$ cat src/rtl/digit_pkg.sv
// Shared constants and state encoding for the digit entry bank.
// Latency: n/a (declarations only).
// Backpressure: n/a (declarations only).
package digit_pkg;

  localparam int N_DIGITS = 8;
  localparam int DW       = 4;

  // Largest legal decimal digit when BCD checking is built in.
  localparam logic [3:0] BCD_MAX = 4'd9;

  typedef enum logic [1:0] {
    EMPTY  = 2'd0,
    ENTRY  = 2'd1,
    FULL   = 2'd2,
    LOCKED = 2'd3
  } state_e;

endpackage

$ cat src/rtl/digit_entry_bank.sv
// Calculator-style digit entry bank feeding the 8-digit display selector.
// Latency: every event at edge n is visible on the registered outputs after edge n.
// Backpressure: din_ready drops while FULL or LOCKED; digits offered then are dropped.
//
// Ports:
//   clk, rst              clock (rising edge) and asynchronous active-high reset
//   din_valid, din        digit strobe and value; taken only when din_ready=1
//   din_ready             bank accepts a digit this cycle
//   bksp, clr, commit     delete newest digit / clear and unlock / freeze contents
//   digits_o              flattened bank, digit k at digits_o[k*DW +: DW]
//   count                 number of valid digits, 0..N_DIGITS
//   locked                bank is frozen after a commit
//   commit_p              one-cycle pulse in the cycle after a commit is taken
//   ovf                   sticky: a digit was offered while FULL; cleared by clr
//   err                   one-cycle pulse when a digit is rejected as non-BCD
//
// Build option BCD_CHECK_EN: when defined, digits above 9 are rejected and pulse err;
// when undefined, every DW-bit value is accepted and err is tied low.
module digit_entry_bank #(
  parameter int N_DIGITS = digit_pkg::N_DIGITS,
  parameter int DW       = digit_pkg::DW
) (
  input  logic                   clk,
  input  logic                   rst,
  input  logic                   din_valid,
  input  logic [DW-1:0]          din,
  output logic                   din_ready,
  input  logic                   bksp,
  input  logic                   clr,
  input  logic                   commit,
  output logic [N_DIGITS*DW-1:0] digits_o,
  output logic [3:0]             count,
  output logic                   locked,
  output logic                   commit_p,
  output logic                   ovf,
  output logic                   err
);

  import digit_pkg::*;

  state_e     state_q, state_d;
  logic [3:0] count_q, count_d;
  logic       ovf_q, ovf_d;
  logic       commit_p_q, commit_p_d;

  logic       bcd_ok;
  logic       pri_free;
  logic       do_commit;
  logic       do_bksp;
  logic       do_push;
  logic       ovf_set;

  logic [N_DIGITS*DW-1:0] bank_q;

  // ------------------------------------------------------------------
  // Event arbitration: clr > commit > bksp > push. A raised higher-
  // priority request blocks lower ones even when it has no effect
  // itself (e.g. bksp in EMPTY still drops a same-cycle push).
  // ------------------------------------------------------------------
`ifdef BCD_CHECK_EN
  assign bcd_ok = (din <= DW'(BCD_MAX));
`else
  assign bcd_ok = 1'b1;
`endif

  assign din_ready = (state_q != FULL) && (state_q != LOCKED);
  assign pri_free  = !clr && !commit && !bksp;
  assign do_commit = !clr && commit && (state_q != LOCKED);
  assign do_bksp   = !clr && !commit && bksp &&
                     ((state_q == ENTRY) || (state_q == FULL));
  assign do_push   = pri_free && din_valid && din_ready && bcd_ok;
  // Offers while LOCKED are not overflow; only a FULL bank overflows.
  assign ovf_set   = pri_free && din_valid && (state_q == FULL);

  // ------------------------------------------------------------------
  // FSM, digit counter and status flags
  // ------------------------------------------------------------------
  always_comb begin
    state_d    = state_q;
    count_d    = count_q;
    ovf_d      = ovf_q || ovf_set;
    commit_p_d = 1'b0;
    if (clr) begin
      state_d = EMPTY;
      count_d = 4'd0;
      ovf_d   = 1'b0;
    end else if (do_commit) begin
      state_d    = LOCKED;
      commit_p_d = 1'b1;
    end else if (do_bksp) begin
      count_d = count_q - 4'd1;
      state_d = (count_q == 4'd1) ? EMPTY : ENTRY;
    end else if (do_push) begin
      count_d = count_q + 4'd1;
      state_d = (count_q == 4'(N_DIGITS - 1)) ? FULL : ENTRY;
    end
  end

  always_ff @(posedge clk or posedge rst) begin
    if (rst) begin
      state_q    <= EMPTY;
      count_q    <= 4'd0;
      ovf_q      <= 1'b0;
      commit_p_q <= 1'b0;
    end else begin
      state_q    <= state_d;
      count_q    <= count_d;
      ovf_q      <= ovf_d;
      commit_p_q <= commit_p_d;
    end
  end

`ifdef BCD_CHECK_EN
  logic err_q, err_d;

  // A non-BCD digit that would otherwise have been pushed.
  assign err_d = pri_free && din_valid && din_ready && !bcd_ok;

  always_ff @(posedge clk or posedge rst) begin
    if (rst) begin
      err_q <= 1'b0;
    end else begin
      err_q <= err_d;
    end
  end

  assign err = err_q;
`else
  assign err = 1'b0;
`endif

  // ------------------------------------------------------------------
  // Digit shift register: push moves toward digit N-1, backspace moves
  // toward digit0 and fills the top slot with zero.
  // ------------------------------------------------------------------
  for (genvar k = 0; k < N_DIGITS; k++) begin : g_digit
    logic [DW-1:0] dig_q, dig_d;
    logic [DW-1:0] push_src, bksp_src;

    if (k == 0) begin : g_push_lo
      assign push_src = din;
    end else begin : g_push_hi
      assign push_src = bank_q[(k-1)*DW +: DW];
    end

    if (k == N_DIGITS - 1) begin : g_bksp_top
      assign bksp_src = '0;
    end else begin : g_bksp_mid
      assign bksp_src = bank_q[(k+1)*DW +: DW];
    end

    always_comb begin
      dig_d = dig_q;
      if (clr) begin
        dig_d = '0;
      end else if (do_bksp) begin
        dig_d = bksp_src;
      end else if (do_push) begin
        dig_d = push_src;
      end
    end

    always_ff @(posedge clk or posedge rst) begin
      if (rst) begin
        dig_q <= '0;
      end else begin
        dig_q <= dig_d;
      end
    end

    assign bank_q[k*DW +: DW] = dig_q;
  end

  assign digits_o = bank_q;
  assign count    = count_q;
  assign locked   = (state_q == LOCKED);
  assign commit_p = commit_p_q;
  assign ovf      = ovf_q;

endmodule

$ cat config.mk
export PLATFORM = sky130hd
export DESIGN_NAME = digit_entry_bank
export DESIGN_NICKNAME = d
export VERILOG_FILES = /design/src/rtl/digit_pkg.sv /design/src/rtl/digit_entry_bank.sv
export SDC_FILE = /design/constraint.sdc
export NUM_CORES = 1
export LEC_CHECK = 0
export CAP_MARGIN = 20
export CELL_PAD_IN_SITES_DETAIL_PLACEMENT = 1
export CELL_PAD_IN_SITES_GLOBAL_PLACEMENT = 1
export CORE_MARGIN = 1.5
export CORE_UTILIZATION = 38
export DETAILED_ROUTE_END_ITERATION = 7
export GPL_TIMING_DRIVEN = 0
export PLACE_DENSITY_LB_ADDON = 0.1
export SETUP_SLACK_MARGIN = 0.5
export SYNTH_ARGS = -nofsm -noshare
export SYNTH_HDL_FRONTEND = slang
export SYNTH_SLANG_ARGS = --single-unit
$ cat constraint.sdc
create_clock -name clk -period 3.5 [get_ports clk]
set_input_delay 0.35 -clock clk [delete_from_list [all_inputs] [get_ports clk]]
set_output_delay 0.35 -clock clk [all_outputs]
set_load 0.02 [all_outputs]
==> metrics.csv <==
metric,value,unit
ys_top_cells_by_count,"nand2_1, dfrtp_1, a31oi_1, o21ai_0, clkbuf_1",
min_period,2290,ps
hold_end,commit_p$_DFF_PP0_,
clock.fmax,437,MHz
cts_buffer_depth,2,
min_path_type,in2reg,
drt-initial-drc-count,118,
cts_made_buffers,5,
routedWlPerCell,16.7,um
vias_per_cell,5.38,
cellLeakagePower,0.00105,uW
setup.worst_path.class,reg2reg,
syn_inst,224,
peakVddDrop,0.000201,V
vias,1868,
fillers,589,
die-area,5610,sq um
initial_core_util,40.5,%
antenna_found_initial,0,
route.detailed.drc,0,
post-dp-hpwl,4020,um
multi_input_area,850,sq um
track_usage,22.2,%
worstHoldStart,clr,
synth-seq-cells,40,
cts_hold_buf,0,
cp-end-kind,flip-flop,
final-seq-area,1000,sq um
clk_pin_slew,80,ps
rrSetupSlack,1210,ps
fin_util,54.0,%
outcome,completed,
cp_max_fo,10,
max-cap-violations,0,
setup_violations,0,
crit_path_top_delay_cell,or4b_1,
cp.arrival,2450,ps
maxSlewHeadroom,42.9,%
synth-edff-count,0,
rows,25,
ant_nets,0,
post_cts_buffers,0,
max_stage_delay,460,ps
die_w,74.9,um
yosysMostFrequentCell,nand2_1,
final_nets,294,
cts_resized,0,
synth_top_area_share,51.0,%
hold_viol_final,0,
cp_cell_sequence,inv_1 -> ha_1 -> or4b_1 -> clkbuf_2 -> clkbuf_1 -> buf_2 -> o21ai_0 -> a31oi_1,
first_pass_iters,4,
synth_area_leaders,"dfrtp_1, nand2_1, a31oi_1",
ys_seq_area_share,51.0,%
drive_gt1_share,5.71,%
cts_tree,yes,
grt_pass1_wl,9430,um
synth_ff_type,dfrtp_1,
diodes,0,
portBuffers,48,
clock-root-buffer,clkbuf_8,
r2r-end,g_digit[4].bksp_src[1]$_DFFE_PP0P_,
slew_violations,0,
synth.cell_area,1960,sq um
grt_setup_unrepaired,false,
cts.sinks,40,
ys_warn_count,0,
holdPathStages,2,
synth_top_area_cell,dfrtp_1,
grt_pass1_vias,1897,
p_per_area,394,nW/um^2
regToRegStartpoint,state_q[0]$_DFFE_PP0P_,
synthArstFlopShare,100,%
ff2ff_path_depth,8,
htreeDepth,2,
crit_path_start_kind,flip-flop,
grt_max_degree,41,
io_pins,51,
gp_congestion,0.814,
syn_avg_cell_area,8.76,sq um
grt_overflow_total,0,
tns,0,ps
required,3660,ps
core-area,4850,sq um
skew,3.23,ps
die_height,74.9,um
area_growth,33.3,%
synth_cell_types,32,
wl,5790,um
synth.net_count,239,
worstMarginPinSlew,855,ps
fin_crit_sh,65.4,%
worst_skew_pair.late_latency,300,ps
==> cells in the final DEF, fill, tap and decap left out, types with 2 or more instances in the layout <==
master / instances
o21ai_0: 29
clkbuf_8: 6
clkbuf_1: 13
nor3b_1: 2
a21oi_1: 2
a31oi_1: 30
dfrtp_1: 40
buf_2: 5
nand2_1: 63
nor3_1: 2
nor2_1: 6
a22o_1: 4
ha_1: 5
inv_1: 5
clkdlybuf4s50_1: 48
==> area by class of cell <==
class | count | share of cell area, %
sequential | 40 | 38.2
multi-input combinational | 159 | 32.5
timing repair buffer | 48 | 18.4
clock buffer | 8 | 3.44
buffer | 19 | 3.44
tap | 67 | 3.20
inverter | 6 | 0.860
==> where the power goes <==
part,switching [uW],leakage (uW),internal [uW]
registers,26.1,0.000548,485
clock network,167,0.0000455,161
logic,110,0.000460,81.8
==> state kept, by name (all words and copies together) (netlist names) <==
register,count
ovf,1
state_q,2
g_digit.dig_q,4
commit_p,1
count,4
g_digit.bksp_src,28
==> worst max-delay path, delay by kind of cell, from the launching register on <==
kind | cells | cell delay [ps]
and+or+nand+nor | 1 | 460
DFF | 1 | 360
adders and majority gates | 1 | 300
buffers and inverters | 4 | 760
AOI/OAI and AO/OA | 2 | 270
==> worst max-delay path by stage <==
stage,from,end,slack (ps),cells past startpoint
floorplan,state_q[0]$_DFFE_PP0P_,count[3]$_DFFE_PP0P_,1500,7
CTS,state_q[0]$_DFFE_PP0P_,g_digit[4].bksp_src[1]$_DFFE_PP0P_,1210,8
global placement,commit,count[3]$_DFFE_PP0P_,1050,6
finish,state_q[0]$_DFFE_PP0P_,g_digit[4].bksp_src[1]$_DFFE_PP0P_,1210,8
global route,state_q[0]$_DFFE_PP0P_,g_digit[4].bksp_src[1]$_DFFE_PP0P_,1080,8
detailed placement,commit,g_digit[1].bksp_src[0]$_DFFE_PP0P_,1010,7
==> cell families (layout without fill, tap and decap cells) <==
| kind of cell | after synthesis | after routing | synth area share (%) |
|---|---|---|---|
| AO/OA/AOI/OAI | 71 | 71 | 21.7 |
| XOR/XNOR | 2 | 2 | 0.892 |
| adder cells (fa/ha/maj) | 5 | 5 | 3.19 |
| buffers and inverters | 25 | 81 | 5.74 |
| flip-flops | 40 | 40 | 51.0 |
| multiplexers | 1 | 1 | 0.510 |
| other | 1 | 1 | 0.191 |
| AND/OR/NAND/NOR | 79 | 79 | 16.8 |
==> stage by stage <==
stage	area [sq um]	power [uW]	instances	hold slack (ps)	setup WS, ps
after floorplan	1960	624	224	500	1500
after global placement	2530	709	339	483	1050
after detailed placement	2530	713	339	505	1010
after CTS	2620	1040	347	244	1210
after global routing	2620	1080	347	247	1080
final	2620	1030	347	240	1210
==> layer usage <==
layer	up-vias	part of all wire, %	track usage, %
li1	886	-	-
met1	934	47	28.8
met3	10	3.6	4.55
met5	-	0	0
met4	0	1.4	7.27
met2	38	48	37.3
(Power assumes the default switching activity.)
